$ cat src/rtl/dbus_console_resp_if.sv
// Data-bus and TX byte-stream bundle for dbus_console_resp.
// The master modport drives the bus and the stream's ready; slave is the responder side.
interface dbus_console_resp_if;
    logic [31:0] addr;
    logic        re;
    logic        wr;
    logic [31:0] wdata;
    logic [31:0] rdata;
    logic        sel;
    logic        tx_valid;
    logic [7:0]  tx_byte;
    logic        tx_ready;

    modport master (
        output addr, re, wr, wdata, tx_ready,
        input  rdata, sel, tx_valid, tx_byte
    );

    modport slave (
        input  addr, re, wr, wdata, tx_ready,
        output rdata, sel, tx_valid, tx_byte
    );
endinterface

$ cat src/rtl/dbus_console_resp.sv
// Memory-mapped console responder: TXDATA/STATUS/CTRL/CYCLE registers and a TX byte FIFO
// drained over valid/ready. Define CONSOLE_DISPLAY_EN to echo drained bytes in simulation.
module dbus_console_resp #(
    parameter logic [31:0] BASE_ADDR      = 32'h0000_1000,
    parameter int          FIFO_DEPTH     = 8,
    parameter int          DATA_BUS_WIDTH = 32
) (
    input  logic                 clk,
    input  logic                 reset,
    dbus_console_resp_if.slave   bus
);
    localparam int PTR_W = $clog2(FIFO_DEPTH);
    localparam int CNT_W = PTR_W + 1;

    logic [7:0]          mem_r [FIFO_DEPTH];
    logic [PTR_W-1:0]    wr_ptr_r, rd_ptr_r, wr_ptr_n, rd_ptr_n;
    logic [CNT_W-1:0]    count_r, count_n;
    logic                enable_r, enable_n;
    logic                overflow_r, overflow_n;
    logic                tx_valid_r, tx_valid_n;
    logic [7:0]          tx_byte_r, tx_byte_n;
    logic [31:0]         cycle_r;

    logic                sel_s, wr_sel_s, push_s, status_wr_s, ctrl_wr_s, flush_s;
    logic                pop_s, full_s, empty_s, push_ok_s, overflow_set_s;
    logic [1:0]          reg_idx_s;
    logic [7:0]          count_byte_s;
    logic [DATA_BUS_WIDTH-1:0] rdata_s;
    logic                unused_s;

    assign sel_s       = (bus.addr[31:4] == BASE_ADDR[31:4]);
    assign reg_idx_s   = bus.addr[3:2];
    assign wr_sel_s    = sel_s && bus.wr;
    assign push_s      = wr_sel_s && (reg_idx_s == 2'd0);
    assign status_wr_s = wr_sel_s && (reg_idx_s == 2'd1);
    assign ctrl_wr_s   = wr_sel_s && (reg_idx_s == 2'd2);
    assign flush_s     = ctrl_wr_s && bus.wdata[1];

    assign full_s      = (count_r == CNT_W'(FIFO_DEPTH));
    assign empty_s     = (count_r == CNT_W'(0));
    // A flush discards any pop that lands on the same edge.
    assign pop_s          = tx_valid_r && bus.tx_ready && !flush_s;
    assign push_ok_s      = push_s && (!full_s || pop_s);
    assign overflow_set_s = push_s && full_s && !pop_s;
    assign count_byte_s   = 8'(count_r);
    assign unused_s       = ^{bus.addr[1:0], bus.wdata[31:8]};

    // Next-state for pointers, count, control bits and the registered stream outputs.
    always_comb begin
        wr_ptr_n   = wr_ptr_r;
        rd_ptr_n   = rd_ptr_r;
        count_n    = count_r;
        enable_n   = enable_r;
        overflow_n = overflow_r;
        if (flush_s) begin
            wr_ptr_n = '0;
            rd_ptr_n = '0;
            count_n  = '0;
        end else begin
            if (push_ok_s) begin
                wr_ptr_n = wr_ptr_r + PTR_W'(1);
            end else begin
                wr_ptr_n = wr_ptr_r;
            end
            if (pop_s) begin
                rd_ptr_n = rd_ptr_r + PTR_W'(1);
            end else begin
                rd_ptr_n = rd_ptr_r;
            end
            case ({push_ok_s, pop_s})
                2'b10:   count_n = count_r + CNT_W'(1);
                2'b01:   count_n = count_r - CNT_W'(1);
                default: count_n = count_r;
            endcase
        end
        if (ctrl_wr_s) begin
            enable_n = bus.wdata[0];
        end else begin
            enable_n = enable_r;
        end
        if (overflow_set_s) begin
            overflow_n = 1'b1;
        end else if (status_wr_s && bus.wdata[2]) begin
            overflow_n = 1'b0;
        end else begin
            overflow_n = overflow_r;
        end
        tx_valid_n = enable_n && (count_n != CNT_W'(0));
        // The new head may be the byte being written this very edge.
        if (push_ok_s && (wr_ptr_r == rd_ptr_n)) begin
            tx_byte_n = bus.wdata[7:0];
        end else begin
            tx_byte_n = mem_r[rd_ptr_n];
        end
    end

    // Register state; reset release is expected to arrive already synchronised to clk.
    always_ff @(posedge clk or negedge reset) begin
        if (!reset) begin
            wr_ptr_r   <= '0;
            rd_ptr_r   <= '0;
            count_r    <= '0;
            enable_r   <= 1'b1;
            overflow_r <= 1'b0;
            tx_valid_r <= 1'b0;
            tx_byte_r  <= 8'h00;
            cycle_r    <= 32'h0000_0000;
        end else begin
            wr_ptr_r   <= wr_ptr_n;
            rd_ptr_r   <= rd_ptr_n;
            count_r    <= count_n;
            enable_r   <= enable_n;
            overflow_r <= overflow_n;
            tx_valid_r <= tx_valid_n;
            tx_byte_r  <= tx_byte_n;
            cycle_r    <= cycle_r + 32'd1;
        end
    end

    // FIFO storage.
    always_ff @(posedge clk or negedge reset) begin
        if (!reset) begin
            for (int i = 0; i < FIFO_DEPTH; i++) begin
                mem_r[i] <= 8'h00;
            end
        end else if (push_ok_s) begin
            mem_r[wr_ptr_r] <= bus.wdata[7:0];
        end
    end

    // Zero-wait-state read mux; values are the pre-edge register contents.
    always_comb begin
        rdata_s = 32'h0000_0000;
        if (sel_s && bus.re) begin
            case (reg_idx_s)
                2'd0:    rdata_s = 32'h0000_0000;
                2'd1:    rdata_s = {16'h0000, count_byte_s, 5'b00000, overflow_r, empty_s, full_s};
                2'd2:    rdata_s = {31'h0000_0000, enable_r};
                2'd3:    rdata_s = cycle_r;
                default: rdata_s = 32'h0000_0000;
            endcase
        end else begin
            rdata_s = 32'h0000_0000;
        end
    end

    assign bus.rdata    = rdata_s;
    assign bus.sel      = sel_s;
    assign bus.tx_valid = tx_valid_r;
    assign bus.tx_byte  = tx_byte_r;

`ifdef CONSOLE_DISPLAY_EN
    // Simulation echo of drained bytes and overflow events.
    always @(posedge clk) begin
        if (reset && tx_valid_r && bus.tx_ready) begin
            $write("%c", tx_byte_r);
        end
        if (reset && overflow_set_s && !overflow_r) begin
            $write("\n[console] warning: TX overflow at cycle %0d\n", cycle_r);
        end
    end
`endif

endmodule

$ cat src/flat_wrapper.sv
// flat-port wrapper written by rule: the top's interface ports become plain ports
module dbus_console_resp_flat 
#(
    parameter logic [31:0] BASE_ADDR      = 32'h0000_1000,
    parameter int          FIFO_DEPTH     = 8,
    parameter int          DATA_BUS_WIDTH = 32
)
  (clk, reset, bus_addr, bus_re, bus_wr, bus_wdata, bus_tx_ready, bus_rdata, bus_sel, bus_tx_valid, bus_tx_byte);
  dbus_console_resp_if bus_i ();
  input  logic clk;
  input  logic reset;
  input wire logic [$bits(bus_i.addr)-1:0] bus_addr;
  input wire logic [$bits(bus_i.re)-1:0] bus_re;
  input wire logic [$bits(bus_i.wr)-1:0] bus_wr;
  input wire logic [$bits(bus_i.wdata)-1:0] bus_wdata;
  input wire logic [$bits(bus_i.tx_ready)-1:0] bus_tx_ready;
  output wire logic [$bits(bus_i.rdata)-1:0] bus_rdata;
  output wire logic [$bits(bus_i.sel)-1:0] bus_sel;
  output wire logic [$bits(bus_i.tx_valid)-1:0] bus_tx_valid;
  output wire logic [$bits(bus_i.tx_byte)-1:0] bus_tx_byte;
  assign bus_i.addr = bus_addr;
  assign bus_i.re = bus_re;
  assign bus_i.wr = bus_wr;
  assign bus_i.wdata = bus_wdata;
  assign bus_i.tx_ready = bus_tx_ready;
  assign bus_rdata = bus_i.rdata;
  assign bus_sel = bus_i.sel;
  assign bus_tx_valid = bus_i.tx_valid;
  assign bus_tx_byte = bus_i.tx_byte;
  dbus_console_resp #(.BASE_ADDR(BASE_ADDR), .FIFO_DEPTH(FIFO_DEPTH), .DATA_BUS_WIDTH(DATA_BUS_WIDTH)) u_core (.clk(clk), .reset(reset), .bus(bus_i));
endmodule
$ cat config.mk
export PLATFORM = sky130hd
export DESIGN_NAME = dbus_console_resp_flat
export DESIGN_NICKNAME = d
export VERILOG_FILES = /design/src/rtl/dbus_console_resp_if.sv /design/src/rtl/dbus_console_resp.sv /design/src/flat_wrapper.sv
export SDC_FILE = /design/constraint.sdc
export NUM_CORES = 1
export LEC_CHECK = 0
export CAP_MARGIN = 20
export CORE_MARGIN = 3
export CORE_UTILIZATION = 49
export CTS_BUF_LIST = sky130_fd_sc_hd__clkbuf_4
export DETAILED_ROUTE_END_ITERATION = 10
export PLACE_DENSITY = 0.81
export SLEW_MARGIN = 20
export SYNTH_ARGS = -nofsm -noshare
export SYNTH_HDL_FRONTEND = slang
export SYNTH_SLANG_ARGS = --single-unit
$ cat constraint.sdc
create_clock -name clk -period 2.9 [get_ports clk]
set_input_delay 0.29 -clock clk [delete_from_list [all_inputs] [get_ports clk]]
set_output_delay 0.29 -clock clk [all_outputs]
set_load 0.005 [all_outputs]
==> results of run 1 <==
==> logic make-up (layout without fill, tap and decap cells) <==
logic type	count (synthesis)	in the layout	synth area share, %
compound gates	82	82	9.25
xor+xnor	42	42	6.14
fa+ha+maj	6	6	1.25
buf+inv	49	187	3.28
flops	117	117	48.9
mux	91	91	16.7
simple gates	155	155	14.5
==> worst max-delay path: cells and delay by family <==
kind,cells,cell delay [ns]
buf+inv,5,1.11
simple gates,5,1.14
==> layout by cell type, fill, tap and decap left out, types with 5 or more instances in the layout <==
cell,netlist,final
sky130_fd_sc_hd__dlygate4sd2_1,0,19
sky130_fd_sc_hd__mux2_2,65,65
sky130_fd_sc_hd__nor4_2,0,5
sky130_fd_sc_hd__clkdlybuf4s50_1,0,55
sky130_fd_sc_hd__clkbuf_4,0,17
sky130_fd_sc_hd__buf_4,1,44
sky130_fd_sc_hd__dlymetal6s2s_1,0,9
sky130_fd_sc_hd__o21bai_1,9,9
sky130_fd_sc_hd__bufinv_16,0,5
sky130_fd_sc_hd__o22a_1,8,8
sky130_fd_sc_hd__and2_1,27,27
sky130_fd_sc_hd__nand2_1,18,16
sky130_fd_sc_hd__mux2i_1,17,17
sky130_fd_sc_hd__nor2b_1,5,5
sky130_fd_sc_hd__nand3_1,23,22
sky130_fd_sc_hd__xor2_1,14,14
sky130_fd_sc_hd__xnor2_1,28,28
sky130_fd_sc_hd__a21oi_1,11,10
sky130_fd_sc_hd__mux2_1,9,9
sky130_fd_sc_hd__a32oi_1,9,9
sky130_fd_sc_hd__nand4_1,8,8
sky130_fd_sc_hd__nor2_1,34,32
sky130_fd_sc_hd__buf_6,0,5
sky130_fd_sc_hd__o21ai_0,33,33
sky130_fd_sc_hd__nor3_1,6,5
sky130_fd_sc_hd__dfrtp_1,116,116
sky130_fd_sc_hd__inv_1,21,21
==> worst min path at each step <==
stage                                  to  slack (ns)  cells after the start
floorplan           u_core.bus.tx_byte[0]      -0.006                      0
global placement       u_core.cycle_r[31]        0.45                      1
detailed placement     u_core.cycle_r[31]        0.47                      1
CTS                    u_core.cycle_r[31]        0.48                      1
global route           u_core.cycle_r[25]        0.34                      2
finish                 u_core.cycle_r[27]        0.33                      2
==> cell type report <==
| cell class | instances | area (um^2) | share of cell area [%] |
|---|---|---|---|
| Inverter | 21 | 78.8 | 1.02 |
| Sequential cell | 117 | 2930 | 37.8 |
| Clock buffer | 17 | 128 | 1.65 |
| Clock inverter | 14 | 209 | 2.70 |
| Tap cell | 143 | 179 | 2.31 |
| Timing Repair Buffer | 135 | 1270 | 16.4 |
| Multi-Input combinational cell | 376 | 2950 | 38.1 |
==> state kept, by name (all words and copies together) (netlist names) <==
name	cells
u_core.mem_r	64
u_core.overflow_r	1
u_core.bus.tx_valid	1
u_core.count_r	4
u_core.bus.tx_byte	8
u_core.enable_r	1
u_core.cycle_r	32
u_core.rd_ptr_r	3
u_core.wr_ptr_r	3
==> per-stage QoR <==
stage                     cells  setup TNS (ns)  worst slack [ns]  hold slack, ns  power, W
after global placement      779           -2.38            -0.152           0.453   0.00179
after global routing        823               0           0.00163           0.336   0.00326
after floorplan             542          -0.117            -0.117        -0.00559   0.00168
final                       823               0            0.0702           0.330   0.00316
after detailed placement    779           -4.86            -0.275           0.466   0.00180
after CTS                   816         -0.0997           -0.0212           0.480   0.00318
==> per-layer routing <==
metal	global-route usage (%)	vias up	share of wire [%]
li1	-	2179	-
met1	28.0	2363	42
met2	37.4	145	50
met3	5.13	21	6.4
met4	7.80	0	1.4
met5	0	-	0
==> where the power goes <==
part / switching, W / internal, W / total, W
logic: 0.0000721 / 0.0000686 / 0.000141
registers: 0.00000000000590 / 0.00163 / 0.00163
clock network: 0.000623 / 0.000762 / 0.00139
total: 0.000695 / 0.00246 / 0.00316
==> what timing repair did <==
item	4_1_cts	5_1_grt
pin swaps	5	15
endpoints found under the hold margin	76	0
resized for setup	32	13
endpoints found under the setup margin	25	8
hold buffers	1	0
gates cloned	2	0
setup buffers	3	6
==> impl_summary.txt, run 1 <==
----------------------------------------------------
[Yosys]
  Leading post-synthesis cells by instance count ... sky130_fd_sc_hd__dfrtp_1, sky130_fd_sc_hd__mux2_2, sky130_fd_sc_hd__nor2_1
  Most area-hungry cell type in the Yosys netlist ... sky130_fd_sc_hd__dfrtp_1
  Number of enable flip-flop cells after synthesis ... 0
  Gate count of the mapped netlist ... 542
  Fraction of the yosys area taken by sequential cells ... just under 50%
  Most common cell in the synthesized netlist ... sky130_fd_sc_hd__dfrtp_1
  Top cells by area in the synthesized netlist ... sky130_fd_sc_hd__dfrtp_1, sky130_fd_sc_hd__mux2_2, sky130_fd_sc_hd__xnor2_1
  Post-synth net total ... 617
  Post-Syn Area ... 5990 um^2
  Count of unique library cells instantiated by Yosys ... 51
  Top flip-flop cell by instance count after synthesis ... sky130_fd_sc_hd__dfrtp_1
  Ys async rst share ... 100%
  Register bit count reported by yosys ... approximately 120
  Yosys warnings ... 0
  Avg Cell Area, Syn ... ~11 um^2
  Post-synth top area share ... 48.4%

[STA]
  Setup repair after global routing missed its margin ... no
  Post-Route Skew ... 0.0155 ns
  Worst Tran Pin Value ... 0.804 ns
  Worst slew margin relative to its limit ... a little under half
  Number of setup violations in the final report ... 0
  Count of endpoints failing hold in the final timing report ... 0
  Final critical-path required period ... between 2 and 3 ns
  Post-route fraction of the period consumed by the critical path ... 97.6%
  Peak Freq ... between 0.3 and 0.4 GHz
  Final-report max-slew violation count ... 0

[Final layout]
  Util after Layout ... between 60 and 70%
  Number of nets in the finished design ... roughly 740
  Fraction of layout cells with a size suffix above 1 ... 25.3%
  Count of fill cells added during filler insertion ... 877
  Number of diodes added for antenna fixing ... 0
  Growth of design area from synthesis to finish ... 29.2%
  Finished layout cell area ... between 7000 and 8000 um^2

[Worst setup path]
  Class of the most critical setup path ... in -> out
  Required time at the worst-slack endpoint ... 2.61 ns
  Cell-by-cell listing of the critical path ... clkdlybuf4s50_1, or4_4, buf_4, nor3_4, nand3_2, nor2_4, buf_4, buf_6, and2_1, dlygate4sd2_1
  Worst reg2reg path startpoint ... u_core.bus.tx_valid
  Slack of the worst reg-to-reg path ... 0.23 ns
  End point of the critical path ... bus_rdata[28]
  Crit path DAT ... 2.54 ns
  Slowest stage cell on the critical path ... sky130_fd_sc_hd__or4_4
  Biggest fanout along the worst timing path ... 7
  Element type at the critical path end ... primary output
  Worst r2r dst ... u_core.bus.tx_valid
  R2r worst-path depth ... 13
  Critical Path Max Stage Delay ... 0.56 ns
  Type of element launching the critical path ... input pin
  Crit-path most repeated cell ... sky130_fd_sc_hd__buf_4
  Beginning of the critical path ... bus_addr[29]

[Clocking]
  Maximum buffer depth of the clock tree ... 2
  Clock sinks ... 117
  Number of CTS-inserted buffers ... 17
  Cell chosen for the clock root ... sky130_fd_sc_hd__clkbuf_4
  Latest clock arrival within the worst-skew pair ... around 0.5 ns
  Clock transition time at the flip-flop clock pins of the worst setup and hold paths ... 0.10 ns
  Htree depth ... 4
  Clock tree from TritonCTS ... yes

[Die]
  Vert. Die Dim ... 117 um
  Number of standard-cell rows in the floorplan ... 39
  Initial standard-cell utilization of the core ... 51.4%
  Chip Width ... 117 um
  I/O pin total ... 111
  Die footprint ... 13,600 um^2
  Core box area ... 11,700 um^2

[GRT]
  Total grt overflow ... 0
  First-pass GRT wire length ... ~23,000 um
  Antenna violations before repair ... 0
  Maximum number of pins on one net before global-route repair ... 81
  Total global-route track usage ... 22.1%
  Vias in the first global route ... ~4,800

[Routing]
  DR vias ... 4,708
  Final WL ... roughly 15,000 um
  Residual DRC ... 0
  DRC marker count from the first detailed-route iteration ... 247
  DRT antenna net count ... 0
  Via-to-Cell Ratio ... ~5.7
  Post-detailed-route wirelength per cell ... 18.0 um
  Iteration count of the initial detailed-routing pass ... 4

[Min path]
  Hold WC Path Type ... in -> async

[Outcome]
  Status ... completed

[Placed design]
  Total of buffers placed on input and output ports ... 84
  Detailed placer's ending HPWL ... just over 10,000 um
  Gp weighted congestion ... 0.854
  Instance area at placement ... slightly above 7000 um^2

[Power]
  Maximum ir drop on the vdd rail ... 0.289 mV
  Areal power density over the cells ... 408 nW/um^2
  Total leakage power ... between 3 and 4 nW

[Run]
  Number of maximum-capacitance constraint violations ... 0

----------------------------------------------------
Power figures use the tool's default switching activity.
==> inputs of run 2 (changes only) <==
- ABC_CLOCK_PERIOD_IN_PS: not set -> 2900
==> results of run 2 <==
Same layout as run 1: the final DEF is identical, and so are final timing and power.
==> inputs of run 3 (changes only) <==
- ABC_CLOCK_PERIOD_IN_PS: 2900 -> 2880
- CORE_UTILIZATION: 49 -> 54
- PLACE_DENSITY: 0.81 -> 0.84
- clock period: 2.9 -> 2.88 ns (I/O delays scaled with it)
==> run 3 against run 2 <==
Flip-flop and latch count unchanged; critical path depth unchanged; cell count is 1.8% lower; power is 10% lower; global-route usage is 0.99 points higher; non-clock buffer count shrank 8; register-to-register slack worse by 0.03 ns; highest routed layer unchanged; wire length fell by 3.9%; count of clock-buffer cells in the layout grew 1; worst hold slack improved by 0.053 ns; cell area shrank 1.7%.
==> impl_summary.txt, run 3 (synthesized netlist as in run 1, its figures left out) <==
----------------------------------------------------
[STA]
  Worst slew margin relative to its limit ... 47.7%
  Post-Route Skew ... ~0.021 ns
  Post-route fraction of the period consumed by the critical path ... between 90% and 100%
  Tightest hold margin ... 0.383 ns
  Count of endpoints failing hold in the final timing report ... 0
  Final critical-path required period ... between 2 and 3 ns
  Worst Tran Pin Value ... 0.785 ns
  Number of setup violations in the final report ... 0
  Setup repair after global routing missed its margin ... yes
  Final sum of negative setup slack ... 0 ns
  Final critical-path setup slack ... 0.0166 ns
  Final-report max-slew violation count ... 0
  Peak Freq ... roughly 0.35 GHz

[Routing]
  Residual DRC ... 0
  DRT antenna net count ... 0
  Total length of routed met2 wires ... 7010 um
  Post-detailed-route wirelength per cell ... 17.7 um
  Uppermost signal routing layer after detailed routing ... met4
  Iteration count of the initial detailed-routing pass ... 7
  DR vias ... 4,637
  DRC marker count from the first detailed-route iteration ... around 300
  Amount of wire on met3 after detailed routing ... 865 um
  Final WL ... 14,300 um
  Wire length the detailed router placed on met1 ... approximately 6100 um
  Via-to-Cell Ratio ... 5.74

[Clocking]
  Maximum buffer depth of the clock tree ... 2
  Number of CTS-inserted buffers ... 17
  Clock transition time at the flip-flop clock pins of the worst setup and hold paths ... about 0.11 ns
  Htree depth ... 4
  Cell chosen for the clock root ... sky130_fd_sc_hd__clkbuf_4
  Clock tree from TritonCTS ... yes
  Clock sinks ... roughly 120
  Latest clock arrival within the worst-skew pair ... approximately 0.51 ns

[Placed design]
  Gp weighted congestion ... between 0.8 and 0.9
  Detailed placer's ending HPWL ... 10,100 um
  Worst setup slack before clock tree synthesis ... -0.220 ns
  # placed instances ... a little under 800
  Total of buffers placed on input and output ports ... 84

[Worst setup path]
  Worst path top cell family by delay ... buffers and inverters
  Critical Path Max Stage Delay ... a little under 0.5 ns
  Crit-path most repeated cell ... sky130_fd_sc_hd__clkdlybuf4s50_1
  R2r worst-path depth ... 13
  Slowest stage cell on the critical path ... sky130_fd_sc_hd__clkdlybuf4s50_1
  Slack of the worst reg-to-reg path ... 0.20 ns
  Worst Path Buf+Inv ... 4
  Type of element launching the critical path ... input pin
  Cell-by-cell listing of the critical path ... clkdlybuf4s50_1, nor4_2, nand4_1, buf_6, nor3_4, nand3_2, nor2_4, buf_4, and2_1, clkdlybuf4s50_1
  Biggest fanout along the worst timing path ... 6
  Worst reg2reg path startpoint ... u_core.count_r[2]
  Crit path DAT ... 2.58 ns
  Element type at the critical path end ... primary output
  Worst r2r dst ... u_core.bus.tx_valid
  Class of the most critical setup path ... in -> out
  Required time at the worst-slack endpoint ... 2.59 ns

[Final layout]
  Count of fill cells added during filler insertion ... between 700 and 800
  Count of placed standard cells in the final layout, fillers left out ... 808
  Commonest cells after routing, fill and taps aside ... sky130_fd_sc_hd__dfrtp_1, sky130_fd_sc_hd__mux2_2, sky130_fd_sc_hd__clkdlybuf4s50_1
  Number of nets in the finished design ... 735
  Fraction of layout cells with a size suffix above 1 ... 24.3%
  Most flop-heavy register ... u_core.mem_r
  Number of diodes added for antenna fixing ... 0
  Leading cell type in the layout, fill and taps excluded ... sky130_fd_sc_hd__dfrtp_1
  Max reg flops ... between 60 and 70
  Growth of design area from synthesis to finish ... 27.0%

[Die]
  Vert. Die Dim ... 111 um
  Die footprint ... between 10,000 and 15,000 um^2
  Initial standard-cell utilization of the core ... 56.8%
  Core box area ... 10,600 um^2
  I/O pin total ... 111
  Chip Width ... roughly 110 um
  Number of standard-cell rows in the floorplan ... 37

[GRT]
  Maximum number of pins on one net before global-route repair ... 63
  Vias in the first global route ... between 4,000 and 5,000
  First-pass GRT wire length ... between 20,000 and 25,000 um
  Antenna violations before repair ... 0
  Total global-route track usage ... between 20 and 25%
  Total grt overflow ... 0

[Power]
  Tot Pwr ... 0.00284 W
  Total leakage power ... 3.79 nW
  Areal power density over the cells ... 373 nW/um^2
  Maximum ir drop on the vdd rail ... approximately 0.3 mV

[Run]
  Number of maximum-capacitance constraint violations ... 0

[Outcome]
  Status ... completed

[Min path]
  Hold WC Path Type ... in -> async

----------------------------------------------------
-- run 3: worst max-delay path by stage --
stage,to,depth (start not counted),slack (ns),startpoint
after floorplan,u_core.bus.tx_valid,15,-0.14,u_core.bus.tx_valid
after global placement,u_core.bus.tx_valid,15,-0.17,bus_addr[8]
after detailed placement,u_core.bus.tx_valid,15,-0.22,bus_addr[8]
after CTS,bus_rdata[18],10,-0.02,bus_addr[8]
after global routing,bus_rdata[15],9,-0.09,bus_addr[21]
final,bus_rdata[17],10,0.02,bus_addr[8]
-- run 3: worst register-to-register path, delay by kind of cell (launching register included) --
| kind | cells | cell delay (ns) |
|---|---|---|
| and+or+nand+nor | 5 | 0.67 |
| xor gates and xnor gates | 3 | 0.48 |
| AOI/OAI and AO/OA | 2 | 0.47 |
| DFF | 1 | 0.45 |
| adders and majority gates | 2 | 0.37 |
| buffers and inverters | 1 | 0.09 |
-- run 3: where the power goes --
group | internal [W] | switching, W | total [W]
clock network | 0.000429 | 0.000628 | 0.00106
registers | 0.00164 | 0.00000000000600 | 0.00164
logic | 0.0000660 | 0.0000733 | 0.000139
-- run 3: layout make-up --
class	count	area (um^2)	share of cell area, %
clock inverters	13	111	1.46
well taps	136	170	2.24
inverters	21	78.8	1.04
repair buffers	127	1220	16.1
clock buffers	18	135	1.78
flip-flops and latches	117	2930	38.5
multi-input cells	376	2960	38.9
-- run 3: metrics by stage --
step | cell area, um^2 | utilization (%)
6_report | 7610 | 72.1
3_3_place_gp | 7220 | 68.4
3_5_place_dp | 7220 | 68.4
5_1_grt | 7610 | 72.1
4_1_cts | 7510 | 71.2
2_1_floorplan | 6080 | -
-- run 3: routing by layer --
layer | GRT usage, % | up-vias
li1 | - | 2159
met1 | 29.9 | 2295
met2 | 39.0 | 160
met3 | 4.73 | 23
met4 | 7.95 | 0
met5 | 0 | -
-- run 3: what timing repair did --
item	in CTS	in global routing
resized for setup	12	23
hold buffers	1	0
buffers inserted	0	3
endpoints found under the setup margin	25	28
hold endpoints to repair	58	0
gates cloned	1	1
==> RTL change, RTL diff (settings of run 3) <==
`FIFO_DEPTH` is set to 8 in 2 places; all go to 16.
--- a/src/rtl/dbus_console_resp.sv
+++ b/src/rtl/dbus_console_resp.sv
@@ -4,3 +4,3 @@
     parameter logic [31:0] BASE_ADDR      = 32'h0000_1000,
-    parameter int          FIFO_DEPTH     = 8,
+    parameter int          FIFO_DEPTH     = 16,
     parameter int          DATA_BUS_WIDTH = 32
--- a/src/flat_wrapper.sv
+++ b/src/flat_wrapper.sv
@@ -4,3 +4,3 @@
     parameter logic [31:0] BASE_ADDR      = 32'h0000_1000,
-    parameter int          FIFO_DEPTH     = 8,
+    parameter int          FIFO_DEPTH     = 16,
     parameter int          DATA_BUS_WIDTH = 32
Formal check against the unedited RTL: not equivalent (Yosys sat finds a counterexample within 10 cycles, from zero or initial values and one cycle with reset low).
==> RTL change against run 3 <==
- the flow now finishes with violations (negative setup slack)
- total power increased by 44%
- area after synthesis increased by 55%
- die area increased by 52%
- largest cell class is now flip-flops and latches
- highest routed layer unchanged
- fmax decreased by 4.4%
- via count increased by 47%
- sequential cell count increased by 67
- setup slack got worse by 0.13 ns
- final area increased by 49%
- wire length increased by 64%
==> RTL change: results (changes against run 3) <==
stage,metric,value,unit,change
final_layout,Largest Register,u_core.mem_r,,
cts,clk buf depth,2,,unchanged
power,Switch Pwr,1060,uW,+51%
placement,IO buf count,84,,unchanged
cts,Max H-tree Level,4,,unchanged
global_route,first-pass GRT wire length,37.5,mm,+61%
setup_path,Crit. Startpoint,bus_addr[14],,
power,Pleak,0.00567,uW,+50%
yosys,commonest cells in the netlist,"dfrtp_1, mux2_1, nand2_1",,
detailed_routing,vias,6820,,+47%
detailed_routing,total routed wirelength,23.4,mm,+64%
detailed_routing,drt first pass iters,5,,-2
setup_path,beginning of the worst register-to-register path,u_core.rd_ptr_r[1],,
cts,clk_lat worst skew,0.58,ns,+0.07 ns
detailed_routing,DRT iter0 DRCs,549,,+82%
placement,Detailed Place HPWL,15.9,mm,+58%
cts,Worst-path clk slew,0.16,ns,+0.05 ns
sta,Final setup viols,22,,+22
yosys,"top cells by area, synth","dfrtp_1, mux2_1, xnor2_1, mux2i_1, and2_1",,
sta,hold_ws,0.239,ns,-0.144 ns
sta,Setup Skew,0.0228,ns,+0.00173 ns
setup_path,crit path DAT,2.71,ns,+0.13 ns
yosys,Ys Warns,0,,unchanged
setup_path,critical path's top delay family,buffers and inverters,,
final_layout,layout cells sized above 1,19.6,%,-4.7 points
hold_path,worst hold path class,in -> async,,
power,peak supply drop,0.000307,V,+2.4%
yosys,post-synthesis net count,862,,+40%
global_route,total track usage,25.9,%,+2.8 points
global_route,initial antenna violation count,1,,+1
cts,CTS Root Cell,clkbuf_4,,
yosys,post-synth cell types,65,,+27%
yosys,sequential area share after synthesis,49.5,%,+0.66 points
setup_path,"reg-to-reg slack, setup",0.12,ns,-0.08 ns
sta,final worst slack,-0.114,ns,-0.130 ns
setup_path,Crit-path slowest cell,clkdlybuf4s50_1,,
placement,Final Wtd Congestion,0.913,,+6.0%
global_route,largest net degree at the start of global routing,73,,+16%
final_layout,"Net count, final",1005,,+37%
global_route,vias in the first global route,7203,,+52%
cts,total CTS buffers,17,,unchanged
yosys,ys flop type,dfrtp_1,,
yosys,post-synthesis async set-or-reset flop share,100,%,unchanged
setup_path,"Max FO, Critical Path",6,,unchanged
setup_path,biggest cell delay along the critical path,0.50,ns,
run_status,status,finished with violations,,
run_status,failing checks,negative setup slack,,
sta,Relative slew margins,52.0,%,+4.4 points
final_layout,max reg flops,128,,+100%
-- RTL change: changes by cell type after synthesis, sizes merged, moves of 11 or more --
cell / run 3 / this run
clkbuf: 19 / 30
dfrtp: 116 / 183
inv: 21 / 10
mux2: 74 / 152
nand2: 21 / 57
-- RTL change: cell families after synthesis --
kind of cell / synth area share, %
simple gates: 13.0
fa+ha+maj: 1.21
mux: 21.1
flops: 49.5
buf+inv: 2.74
xor+xnor: 4.80
compound gates: 7.59
-- RTL change: layer usage --
layer  global-route usage, %  wire length (um)
met1                    33.8             10000
met2                    42.5             11500
met3                    5.77              1320
met4                    9.53               650
met5                       0                 0
-- RTL change: area by class of cell --
cell class,instances,area [um2]
fillers,1198,5370
flip-flops and latches,184,4610
multi-input cells,543,4570
repair buffers,171,1600
well taps,220,275
clock buffers,17,128
clock inverters,15,115
inverters,10,40.0
diodes,2,5.00
-- RTL change: path summary, 6_finish.rpt --
| kind | cells after the start | endpoint |
|---|---|---|
| hold / removal | 2 | u_core.mem_r[65] |
| setup reg to reg | 10 | u_core.bus.tx_byte[4] |
| setup / recovery | 10 | bus_rdata[28] |
| min in group clk | 3 | u_core.overflow_r |
| max in group asynchronous | 3 | u_core.mem_r[63] |
| hold reg to reg | 1 | u_core.cycle_r[31] |
-- RTL change: per-stage QoR --
step	setup slack, ns	cells	area (um2)	total power [uW]	setup TNS, ns
4_1_cts	0.0140	1153	11200	4100	0
5_1_grt	-0.233	1162	11300	4220	-4.84
3_5_place_dp	-0.350	1109	10900	2820	-10.31
2_1_floorplan	0.00366	784	9430	2660	0
6_report	-0.114	1162	11300	4070	-2.00
3_3_place_gp	-0.207	1109	10900	2820	-2.44
-- RTL change: repair_timing --
item                                    CTS  global route
endpoints found under the hold margin    67             0
endpoints found under the setup margin   24            25
setup buffers                             9             6
gates resized for setup                  16            12
pin swaps                                 7            11
gates cloned                              2             1
hold buffers                              1             0
-- RTL change: power groups by stage --
stage	registers, uW	logic [uW]	clock network (uW)
floorplan	2630	31.5	0
finish	2580	189	1300
global route	2590	206	1430
detailed placement	2630	188	0
global placement	2630	184	0
CTS	2580	191	1320
